**config.mk**
```make
export PLATFORM = sky130hd
export DESIGN_NAME = reg_dump_engine_flat
export DESIGN_NICKNAME = d
export VERILOG_FILES = /design/src/rtl/reg_dump_engine_if.sv /design/src/rtl/reg_dump_engine.sv /design/src/flat_wrapper.sv
export SDC_FILE = /design/constraint.sdc
export NUM_CORES = 1
export LEC_CHECK = 0
export ABC_AREA = 1
export CAP_MARGIN = 20
export CORE_MARGIN = 5
export CORE_UTILIZATION = 51
export DETAILED_ROUTE_END_ITERATION = 12
export PLACE_DENSITY = 0.85
export SYNTH_ARGS = -nofsm -noshare
export SYNTH_HDL_FRONTEND = slang
export SYNTH_SLANG_ARGS = --single-unit
```
**constraint.sdc**
```tcl
create_clock -name clk -period 3.8 [get_ports clk]
set_input_delay 0.38 -clock clk [delete_from_list [all_inputs] [get_ports clk]]
set_output_delay 0.38 -clock clk [all_outputs]
set_load 0.005 [all_outputs]
```
**src/rtl/reg_dump_engine_if.sv**
```systemverilog
`timescale 1ns/1ps
`default_nettype none
// ============================================================================
//  Module      : reg_dump_engine_if
//  Description : Record stream carrying {index, value, cycle tag, last} from
//                the register dump engine to its consumer (valid/ready).
//  Revision    : 1.0 - initial release
// ============================================================================
interface reg_dump_engine_if #(
    parameter int DATA_W = 32,
    parameter int ADDR_W = 5,
    parameter int CYC_W  = 16
);
    logic              dump_valid;
    logic              dump_ready;
    logic [ADDR_W-1:0] dump_idx;
    logic [DATA_W-1:0] dump_data;
    logic [CYC_W-1:0]  dump_cycle;
    logic              dump_last;

    // Engine side: produces records, observes back-pressure.
    modport master (
        output dump_valid,
        output dump_idx,
        output dump_data,
        output dump_cycle,
        output dump_last,
        input  dump_ready
    );

    // Consumer side: observes records, drives back-pressure.
    modport slave (
        input  dump_valid,
        input  dump_idx,
        input  dump_data,
        input  dump_cycle,
        input  dump_last,
        output dump_ready
    );
endinterface
`default_nettype wire

```
**src/rtl/reg_dump_engine.sv**
```systemverilog
`timescale 1ns/1ps
`default_nettype none
// ============================================================================
//  Module      : reg_dump_engine
//  Description : Walks a (possibly wrapping) range of register-file entries
//                through a spare read port and streams one record per entry,
//                each tagged with the cycle count captured at dump start.
//  Revision    : 1.0 - initial release
// ============================================================================
module reg_dump_engine #(
    parameter int DATA_W = 32,
    parameter int ADDR_W = 5,
    parameter int CYC_W  = 16
) (
    input  wire logic              clk,
    input  wire logic              reset,
    input  wire logic              start,
    input  wire logic [ADDR_W-1:0] first_idx,
    input  wire logic [ADDR_W-1:0] last_idx,
    output logic                   busy,
    output logic [ADDR_W-1:0]      rf_raddr,
    input  wire logic [DATA_W-1:0] rf_rdata,
    reg_dump_engine_if.master      dump,
    output logic                   done
);

    localparam logic [ADDR_W-1:0] c_idx_inc = {{(ADDR_W-1){1'b0}}, 1'b1};
    localparam logic [CYC_W-1:0]  c_cnt_inc = {{(CYC_W-1){1'b0}}, 1'b1};

    typedef enum logic [1:0] {
        ST_IDLE = 2'd0,
        ST_READ = 2'd1,
        ST_SEND = 2'd2,
        ST_DONE = 2'd3
    } state_t;

    state_t            r_state;
    state_t            w_state_nxt;

    // Single-cycle action strobes decoded from the FSM.
    logic              w_accept;     // dump request taken in IDLE
    logic              w_capture;    // read port sampled into the record
    logic              w_handshake;  // record consumed
    logic              w_finish;     // DONE cycle, engine returns to IDLE

    logic [CYC_W-1:0]  r_cnt;
    logic [ADDR_W-1:0] r_cur;
    logic [ADDR_W-1:0] r_last_idx;
    logic [ADDR_W-1:0] r_idx;
    logic [DATA_W-1:0] r_data;
    logic [CYC_W-1:0]  r_cycle;
    logic              r_valid;
    logic              r_last;
    logic              r_busy;
    logic              r_done;

    // FSM state register.
    always_ff @(posedge clk or posedge reset) begin
        if (reset) begin
            r_state <= ST_IDLE;
        end else begin
            r_state <= w_state_nxt;
        end
    end

    // FSM next-state and action decode.
    always_comb begin
        w_state_nxt = r_state;
        w_accept    = 1'b0;
        w_capture   = 1'b0;
        w_handshake = 1'b0;
        w_finish    = 1'b0;
        case (r_state)
            ST_IDLE: begin
                if (start) begin
                    w_accept    = 1'b1;
                    w_state_nxt = ST_READ;
                end
            end
            ST_READ: begin
                w_capture   = 1'b1;
                w_state_nxt = ST_SEND;
            end
            ST_SEND: begin
                if (r_valid && dump.dump_ready) begin
                    w_handshake = 1'b1;
                    w_state_nxt = r_last ? ST_DONE : ST_READ;
                end
            end
            ST_DONE: begin
                // start is not looked at here, so a request coinciding with
                // the done pulse is dropped rather than queued.
                w_finish    = 1'b1;
                w_state_nxt = ST_IDLE;
            end
            default: begin
                w_state_nxt = ST_IDLE;
            end
        endcase
    end

    // Free-running cycle counter; wraps naturally at 2^CYC_W.
    always_ff @(posedge clk or posedge reset) begin
        if (reset) begin
            r_cnt <= '0;
        end else begin
            r_cnt <= r_cnt + c_cnt_inc;
        end
    end

    // Range walker: the index increment wraps through zero, which is what
    // makes a first > last range cover first..top, 0..last.
    always_ff @(posedge clk or posedge reset) begin
        if (reset) begin
            r_cur      <= '0;
            r_last_idx <= '0;
        end else if (w_accept) begin
            r_cur      <= first_idx;
            r_last_idx <= last_idx;
        end else if (w_handshake && !r_last) begin
            r_cur      <= r_cur + c_idx_inc;
        end
    end

    // Record register: loaded in READ, held stable while back-pressured.
    always_ff @(posedge clk or posedge reset) begin
        if (reset) begin
            r_idx   <= '0;
            r_data  <= '0;
            r_last  <= 1'b0;
            r_valid <= 1'b0;
            r_cycle <= '0;
        end else begin
            if (w_accept) begin
                r_cycle <= r_cnt;
            end
            if (w_capture) begin
                r_idx   <= r_cur;
                r_data  <= rf_rdata;
                r_last  <= (r_cur == r_last_idx);
                r_valid <= 1'b1;
            end else if (w_handshake) begin
                r_valid <= 1'b0;
            end
        end
    end

    // Status: busy spans acceptance through the done cycle; done pulses once.
    always_ff @(posedge clk or posedge reset) begin
        if (reset) begin
            r_busy <= 1'b0;
            r_done <= 1'b0;
        end else begin
            if (w_accept) begin
                r_busy <= 1'b1;
            end else if (w_finish) begin
                r_busy <= 1'b0;
            end
            r_done <= w_handshake && r_last;
        end
    end

    assign busy            = r_busy;
    assign done            = r_done;
    assign rf_raddr        = r_cur;
    assign dump.dump_valid = r_valid;
    assign dump.dump_idx   = r_idx;
    assign dump.dump_data  = r_data;
    assign dump.dump_cycle = r_cycle;
    assign dump.dump_last  = r_last;

endmodule
`default_nettype wire

```
**src/flat_wrapper.sv**
```systemverilog
// flat-port wrapper written by rule: the top's interface ports become plain ports
module reg_dump_engine_flat 
#(
    parameter int DATA_W = 32,
    parameter int ADDR_W = 5,
    parameter int CYC_W  = 16
)
  (clk, reset, start, first_idx, last_idx, busy, rf_raddr, rf_rdata, done, dump_dump_valid, dump_dump_idx, dump_dump_data, dump_dump_cycle, dump_dump_last, dump_dump_ready);
  reg_dump_engine_if #(.DATA_W(DATA_W), .ADDR_W(ADDR_W), .CYC_W(CYC_W)) dump_i ();
  input  wire logic clk;
  input  wire logic reset;
  input  wire logic start;
  input  wire logic [ADDR_W-1:0] first_idx;
  input  wire logic [ADDR_W-1:0] last_idx;
  output logic busy;
  output logic [ADDR_W-1:0] rf_raddr;
  input  wire logic [DATA_W-1:0] rf_rdata;
  output logic done;
  output wire logic [$bits(dump_i.dump_valid)-1:0] dump_dump_valid;
  output wire logic [$bits(dump_i.dump_idx)-1:0] dump_dump_idx;
  output wire logic [$bits(dump_i.dump_data)-1:0] dump_dump_data;
  output wire logic [$bits(dump_i.dump_cycle)-1:0] dump_dump_cycle;
  output wire logic [$bits(dump_i.dump_last)-1:0] dump_dump_last;
  input wire logic [$bits(dump_i.dump_ready)-1:0] dump_dump_ready;
  assign dump_dump_valid = dump_i.dump_valid;
  assign dump_dump_idx = dump_i.dump_idx;
  assign dump_dump_data = dump_i.dump_data;
  assign dump_dump_cycle = dump_i.dump_cycle;
  assign dump_dump_last = dump_i.dump_last;
  assign dump_i.dump_ready = dump_dump_ready;
  reg_dump_engine #(.DATA_W(DATA_W), .ADDR_W(ADDR_W), .CYC_W(CYC_W)) u_core (.clk(clk), .reset(reset), .start(start), .first_idx(first_idx), .last_idx(last_idx), .busy(busy), .rf_raddr(rf_raddr), .rf_rdata(rf_rdata), .dump(dump_i), .done(done));
endmodule
```
# After elaboration in Yosys (flattened, before gate mapping)
# Index checks and enable logic that the tools add are counted.
op_classes:
  addsub: 2
  eq_ne: 6
  mux: 16
  n_reduce_logical: 9
ops:
  columns: ["operator", "n"]
  rows:
  - ["$add 16x1->16 const B", 1]
  - ["$mux 1", 10]
  - ["$mux 5", 2]
  - ["$pmux 2 s4", 1]
  - ["$mux 2", 3]
  - ["$reduce_bool 2->1", 3]
  - ["$add 5x1->5 const B", 1]
  - ["$eq 5x5->1", 1]
  - ["$eq 2x2->1 const B", 2]
  - ["$logic_and 1x1->1", 3]
  - ["$eq 2x1->1 const B", 1]
  - ["$logic_not 2->1", 1]
  - ["$ne 2x1->1 const B", 1]
  - ["$ne 2x2->1 const B", 1]
  - ["$reduce_and 2->1", 1]
  - ["$logic_not 1->1", 1]
totals:
  reg_bits: 85
  in_bits: 46
  output_inout_bits: 62
  wordCells: 44

# Depth between registers and ports, before layout
# Gate-level depths: netlist of run 1.
logic_depth:
  depth_word: 6
  mapped_depth: 8
  ltp_nobuf: 8

# Least setup slack after synthesis of run 1
# No wires, ideal clock.
synth_timing:
  kind: "register to register"
  start: "reg u_core.r_cnt[0]"
  end: "reg u_core.r_cnt[10]"
  setup_ps: 117
  arrival_time_ps: 1045
  t_required_ps: 3683
  path_slack_ps: 2638
  path_stages_with_launch: 9
  n_path_buf: 0
  path_cell_list: "dfrtp_1 > ha_1 > nand2_1 > nor2_1 > nand2_2 > nor2_4 > nand2_1 > nand2_1 > nand2_1"
synth_via:
  elab_chain_cells: 1
synth_rtl:
  columns: ["element", "line", "rtl"]
  rows:
  - ["start, declared", "reg_dump_engine.sv:46", "logic [CYC_W-1:0] r_cnt;"]
  - ["start signal, assigned", "reg_dump_engine.sv:107", "r_cnt <= r_cnt + c_cnt_inc;"]
  - ["$add 16x1->16", "reg_dump_engine.sv:107", null]
# No other way between the ends.
# A chain may end at the register's enable or synchronous reset.

# Worst setup path in the final report of run 1
layout_timing:
  start: "reg u_core.r_state[0]"
  end: "reg u_core.r_cur[1] (netlist: u_core.rf_raddr[1])"
layout_via:
  elab_chain_cells: 4
layout_rtl:
  columns: ["element", "line", "rtl"]
  rows:
  - ["start, declared", "reg_dump_engine.sv:37", "state_t r_state;"]
  - ["start signal, assigned", "reg_dump_engine.sv:62", "r_state <= w_state_nxt;"]
  - ["$eq 2x2->1", "reg_dump_engine.sv:73", "case (r_state)"]
  - ["$mux 1", "reg_dump_engine.sv:73", null]
  - ["$logic_and 1x1->1", "reg_dump_engine.sv:120", "end else if (w_handshake && !r_last) begin"]
  - ["$reduce_bool 2->1 (no line)", null, null]
  - ["end signal, assigned", "reg_dump_engine.sv:118", "r_cur <= first_idx;"]
  - ["end signal, assigned", "reg_dump_engine.sv:121", "r_cur <= r_cur + c_idx_inc;"]
  - ["end, declared", "reg_dump_engine.sv:47", "logic [ADDR_W-1:0] r_cur;"]
# Parallel ways exist; a longest one is shown, timed or not.

==> summary.txt, run 1 <==
Yosys
  – Async SR Flop Fraction: 100%
  – Syn Area/Cell: 10.8 um2
  – Seq/Total Area, Yosys: 57.7%
  – Top FF cell, synth: dfrtp_1
  – Cell Area, Synth: 3690 um2
  – Cells after Synth: 342
  – Post-synthesis register bit count: 85
  – Yosys cell types: 29
  – Number of synthesized flops with an enable pin: 0
  – Synth warnings: 0
  – Post-synthesis net count: 390

Global routing
  – Largest net degree at the start of global routing: 47
  – Initial antenna violation count: 0
  – Total grt overflow: 0
  – Vias in the first global route: 2,757
  – First-pass GRT wire length: 13.1 mm
  – Tot GR Track Use: 18.9%

Critical path
  – Worst Path Buf+Inv: 2
  – Worst Setup Start Kind: flop
  – Top cell by count, worst path: nand2_1
  – Worst-path maximum fanout: 38
  – Worst stage delay on the critical path: 0.57 ns
  – CP Cell Sequence: inv_1 > nand3_2 > inv_6 > nand2_1 > nand2_1 > nand2_1 > o21ai_0
  – CP max-delay cell: nand3_2
  – Critical Path AT: 2.12 ns
  – Reg2Reg Setup Slack: 1.95 ns
  – Critical Path Sink Type: flop
  – Crit Path Category: flop to flop
  – Crit path required time: 4.07 ns
  – CP top delay family: simple AND/OR/NAND/NOR gates

Floorplan
  – Die height: 95.0 um
  – FP Rows: 31
  – Core ar.: 7140 um2
  – Die area: 9030 um2
  – DIE WIDTH: 95.0 um
  – Starting Density: 51.7%
  – IO Pins: 108

Run
  – Max cap viols: 0

Detailed routing
  – Vias per cell: 4.91
  – 1st-iter DRT viols: 133
  – DRC: 0
  – WL final: 8.20 mm
  – Routed length per instance: 14.8 um
  – Detailed-route via count: 2,728
  – TritonRoute pass-1 iters: 4
  – Final ANT Viol Nets: 0

Timing
  – Final Slew Violations: 0
  – Final TNS setup: 0 ns
  – Final hold slack: 0.378 ns
  – Fin worst setup slack: 1.95 ns
  – Max Clock Freq: 0.540 GHz
  – Final period utilization: 48.8%
  – Final setup violating endpoints: 0
  – Max-slew headroom: 50.4%
  – Post-layout min period: 1.85 ns
  – Final hold vios: 0
  – Worst Max-Slew Pin Slew: 0.744 ns
  – Final Skew: 0.0177 ns
  – RSZ-0062 raised after global routing: false

Finish
  – Nets: 500
  – Fin area: 5080 um2
  – ANT cells: 0
  – P&R area growth vs syn: 37.7%
  – Most frequent cells in the layout: clkdlybuf4s50_1 (107), nand2_1 (101), dfrtp_1 (85)
  – Share of layout cells above drive strength 1: 14.4%
  – Commonest non-fill, non-tap cell in the layout: clkdlybuf4s50_1

Placement
  – Post-DP HPWL: 6.05 mm
  – Worst slack, placed: 1.58 ns
  – GP Congestion: 0.831
  – Port bufs: 107
  – Area after DPL: 4820 um2

CTS
  – Clock Tree Root: clkbuf_8
  – Post-cts resize count: 0
  – Clk buf depth: 2
  – Worst-path clk slew: 0.09 ns
  – H-tree depth: 3
  – Clk_lat worst skew: 0.34 ns
  – TritonCTS clock tree: built
  – Clock sink count: 85
  – Hold buffer count at cts: 0
  – Setup Buffers After CTS: 0
  – Num CTS Buffers: 9

Min path
  – HP Class: input port to asynchronous set/reset pin

Outcome
  – Run status: finished clean

Power and ir drop
  – Leakage: 2.39 nW
  – Worst vdd ir: 0.000287 V
  – Pwr dens: 733 nW/um2
==> sequential cells by signal, summed over array words and instances, names as in the netlist <==
name / count
u_core.dump.dump_last: 1
u_core.rf_raddr: 5
u_core.r_state: 2
u_core.done: 1
u_core.dump.dump_idx: 5
u_core.dump.dump_valid: 1
u_core.r_cnt: 16
u_core.r_last_idx: 5
u_core.dump.dump_cycle: 16
u_core.busy: 1
u_core.dump.dump_data: 32
==> metrics by stage <==
step | total power, mW | instances | utilization (%)
after global placement | 2.91 | 539 | 67.3
after CTS | 3.75 | 556 | 71.1
after global routing | 3.95 | 556 | 71.1
after detailed placement | 2.96 | 540 | 67.6
after floorplan | 2.26 | 342 | -
final | 3.72 | 556 | 71.1
==> metal layers <==
layer	global-route usage (%)	vias up	routed length, um
li1	-	1312	-
met1	24.7	1301	3650
met2	31.8	106	3930
met3	3.55	9	536
met4	6.13	0	89
met5	0	-	0
==> area by class of cell <==
class | count | area, um2
inverters | 31 | 123
repair buffers | 109 | 1100
clock buffers | 11 | 151
clock inverters | 5 | 104
fillers | 500 | 2060
multi-input cells | 216 | 1350
well taps | 99 | 124
flip-flops and latches | 85 | 2130
==> power breakdown <==
part | internal (mW) | total (mW) | switching [mW]
Clock | 0.474 | 0.783 | 0.309
Combinational | 0.937 | 1.52 | 0.580
Sequential | 1.21 | 1.42 | 0.209
==> final timing paths <==
check / from / to / cells past startpoint
setup / recovery: u_core.r_state[0] / u_core.rf_raddr[1] / 7
hold / removal: reset / u_core.rf_raddr[1] / 2
setup reg to reg: u_core.r_state[0] / u_core.rf_raddr[1] / 7
hold reg to reg: u_core.r_cnt[15] / u_core.r_cnt[15] / 2
max in group asynchronous: reset / u_core.r_cnt[7] / 4
min in group clk: u_core.r_cnt[15] / u_core.r_cnt[15] / 2
==> logic make-up (layout without fill, tap and decap cells) <==
family | count (synthesis) | in the layout | synth area share [%]
buffers and inverters | 41 | 156 | 5.70
and+or+nand+nor | 145 | 145 | 17.1
DFF | 85 | 85 | 57.7
AOI/OAI and AO/OA | 27 | 27 | 4.07
muxes | 32 | 32 | 12.4
xor gates and xnor gates | 10 | 10 | 2.38
adders and majority gates | 2 | 2 | 0.679
==> synthesized netlist by cell type, types with 3 or more instances <==
cell	count	area share [%]
o21ai_0	19	2.6
xnor2_1	3	0.71
inv_1	29	3.0
mux2_4	26	11
dfrtp_1	85	58
mux2_2	6	1.8
o21ai_2	4	0.95
nand2_1	101	10
xor2_1	7	1.7
buf_6	6	1.8
nor2_1	14	1.4
nand4_1	6	1.0
nand3_1	11	1.5
o21ai_1	3	0.41
Power figures use the tool's default switching activity.
==> run 2: changes to the inputs <==
CORE_UTILIZATION = 47   (was 51)
PLACE_DENSITY = 0.79   (was 0.85)
clock period = 1.9 ns   (was 3.8 ns; I/O delays follow)
==> run 2 against run 1 <==
Net effect: first-iteration DRC count down 17%; sequential cell count did not move; largest cell class unchanged; global-route usage shrank 1.4 points.
==> summary.txt, run 2 (synthesis gave the netlist of run 1 again) <==
CTS
  – Clk buf depth: 2 (unchanged)
  – H-tree depth: 3 (unchanged)
  – Num CTS Buffers: 9 (unchanged)
  – Setup Buffers After CTS: 0 (unchanged)
  – Clk_lat worst skew: 0.35 ns (was 0.34 ns)
  – Clock Tree Root: clkbuf_8 (unchanged)
  – Worst-path clk slew: 0.09 ns (about the same)
  – Clock sink count: 85 (unchanged)
  – Post-cts resize count: 0 (unchanged)
  – TritonCTS clock tree: built (unchanged)
  – Hold buffer count at cts: 0 (unchanged)

Floorplan
  – FP Rows: 32 (was 31)
  – Die area: 9720 um2 (was 9030 um2)
  – IO Pins: 108 (unchanged)
  – Die height: 98.6 um (was 95.0 um)
  – Core ar.: 7690 um2 (was 7140 um2)
  – Starting Density: 48.0% (was 51.7%)
  – DIE WIDTH: 98.6 um (was 95.0 um)

Critical path
  – Crit path required time: 1.71 ns (was 4.07 ns)
  – Reg2Reg Setup Slack: 0.49 ns (was 1.95 ns)
  – Worst-path maximum fanout: 9 (was 38)
  – FF-to-FF Start: u_core.r_state[0] (unchanged)
  – CP max-delay cell: clkdlybuf4s50_1 (was nand3_2)
  – Worst Path Buf+Inv: 1 (was 2)
  – Crit Path Category: flop to primary output (was flop to flop)
  – RR Endpoint: u_core.dump.dump_cycle[4] (was u_core.rf_raddr[1])
  – CP Cell Sequence: clkdlybuf4s50_1 (was inv_1 > nand3_2 > inv_6 > nand2_1 > nand2_1 > nand2_1 > o21ai_0)
  – Worst stage delay on the critical path: 0.60 ns (was 0.57 ns)
  – Worst Setup Start Kind: flop (unchanged)
  – Critical Path AT: 1.46 ns (was 2.12 ns)
  – Cells on worst reg2reg path: 5 (was 7)
  – CP top delay family: buffers and inverters (was simple AND/OR/NAND/NOR gates)
  – Critical Path Sink Type: primary output (was flop)

Power and ir drop
  – Leakage: 2.38 nW (was 2.39 nW)
  – Worst vdd ir: 0.000598 V (was 0.000287 V)
  – Pwr dens: 1440 nW/um2 (was 733 nW/um2)

Placement
  – Area after DPL: 4860 um2 (was 4820 um2)
  – GP Congestion: 0.841 (was 0.831)
  – Port bufs: 107 (unchanged)
  – Post-DP HPWL: 5.93 mm (was 6.05 mm)

Finish
  – Most frequent cells in the layout: clkdlybuf4s50_1 (107), nand2_1 (101), dfrtp_1 (85) (unchanged)
  – Share of layout cells above drive strength 1: 14.8% (was 14.4%)
  – Commonest non-fill, non-tap cell in the layout: clkdlybuf4s50_1 (unchanged)
  – P&R area growth vs syn: 37.5% (was 37.7%)
  – Fillers: 601 (was 500)
  – Area of the multi-input gates: 1350 um2 (unchanged)
  – ANT cells: 0 (unchanged)
  – Max reg flops: 32 (unchanged)
  – Fin area: 5070 um2 (was 5080 um2)
  – Seq. cell area: 2130 um2 (unchanged)
  – Nets: 502 (was 500)

Global routing
  – Vias in the first global route: 2,814 (was 2,757)
  – First-pass GRT wire length: 13.7 mm (was 13.1 mm)
  – Initial antenna violation count: 0 (unchanged)
  – Total grt overflow: 0 (unchanged)
  – Largest net degree at the start of global routing: 86 (was 47)
  – Tot GR Track Use: 17.5% (was 18.9%)

Timing
  – Final hold vios: 0 (unchanged)
  – RSZ-0062 raised after global routing: false (unchanged)
  – Max Clock Freq: 0.606 GHz
  – Max-slew headroom: 70.7% (was 50.4%)
  – Worst Max-Slew Pin Slew: 0.440 ns (was 0.744 ns)
  – Final Slew Violations: 0 (unchanged)
  – Final TNS setup: 0 ns (unchanged)
  – Final period utilization: 86.8%
  – Post-layout min period: 1.65 ns
  – Final setup violating endpoints: 0 (unchanged)
  – Final Skew: 0.00869 ns (was 0.0177 ns)

Detailed routing
  – DRC: 0 (unchanged)
  – WL final: 8.21 mm (was 8.20 mm)
  – Final ANT Viol Nets: 0 (unchanged)
  – TritonRoute pass-1 iters: 4 (unchanged)
  – 1st-iter DRT viols: 110 (was 133)
  – Detailed-route via count: 2,689 (was 2,728)
  – Routed length per instance: 14.6 um (was 14.8 um)
  – Vias per cell: 4.79 (was 4.91)

Run
  – Max cap viols: 0 (unchanged)

Min path
  – HP Class: input port to asynchronous set/reset pin (unchanged)

Outcome
  – Run status: finished clean (unchanged)
run 2: cell count changes in the layout (fill, tap and decap cells not counted):
cell,change
buf_12,+1
clkinv_2,+1
clkinvlp_4,+3
buf_4,+1
bufinv_16,-1
clkbuf_8,-2
inv_6,-1
run 2: report_power, final:
group | internal, mW | switching, mW
Combinational | 1.91 | 1.18
Sequential | 2.42 | 0.405
Clock | 0.733 | 0.645
Total | 5.07 | 2.23
run 2: how the worst max path moves through the flow:
stage	cells after the start	to	slack, ns	start
after floorplan	1	u_core.busy	0.73	reset
after global placement	5	u_core.dump.dump_cycle[14]	0.37	start
after CTS	1	rf_raddr[2]	0.25	u_core.rf_raddr[2]
final	1	rf_raddr[2]	0.25	u_core.rf_raddr[2]
after global routing	1	rf_raddr[2]	0.18	u_core.rf_raddr[2]
after detailed placement	5	u_core.dump.dump_cycle[13]	0.33	start
run 2: per-layer routing:
layer,global-route usage (%),share of wire [%]
met4,4.94,1.3
met2,27.4,47
met5,0,0
met3,5.02,5.5
met1,23.9,47
run 2: cell type report:
cell class | count | share of cell area [%]
repair buffers | 111 | 22.2
inverters | 31 | 2.47
well taps | 102 | 2.52
clock buffers | 9 | 2.44
clock inverters | 7 | 1.78
flip-flops and latches | 85 | 42.0
multi-input cells | 216 | 26.6
run 2: metrics by stage:
step | setup slack, ns | util [%] | hold WS (ns) | instances | power, mW
after floorplan | 0.730 | - | 0.300 | 342 | 4.52
after global placement | 0.373 | 63.2 | 0.454 | 545 | 5.87
after detailed placement | 0.332 | 63.2 | 0.469 | 545 | 5.98
after CTS | 0.253 | 66.0 | 0.328 | 561 | 7.38
after global routing | 0.176 | 66.0 | 0.360 | 561 | 7.77
final | 0.251 | 66.0 | 0.310 | 561 | 7.30
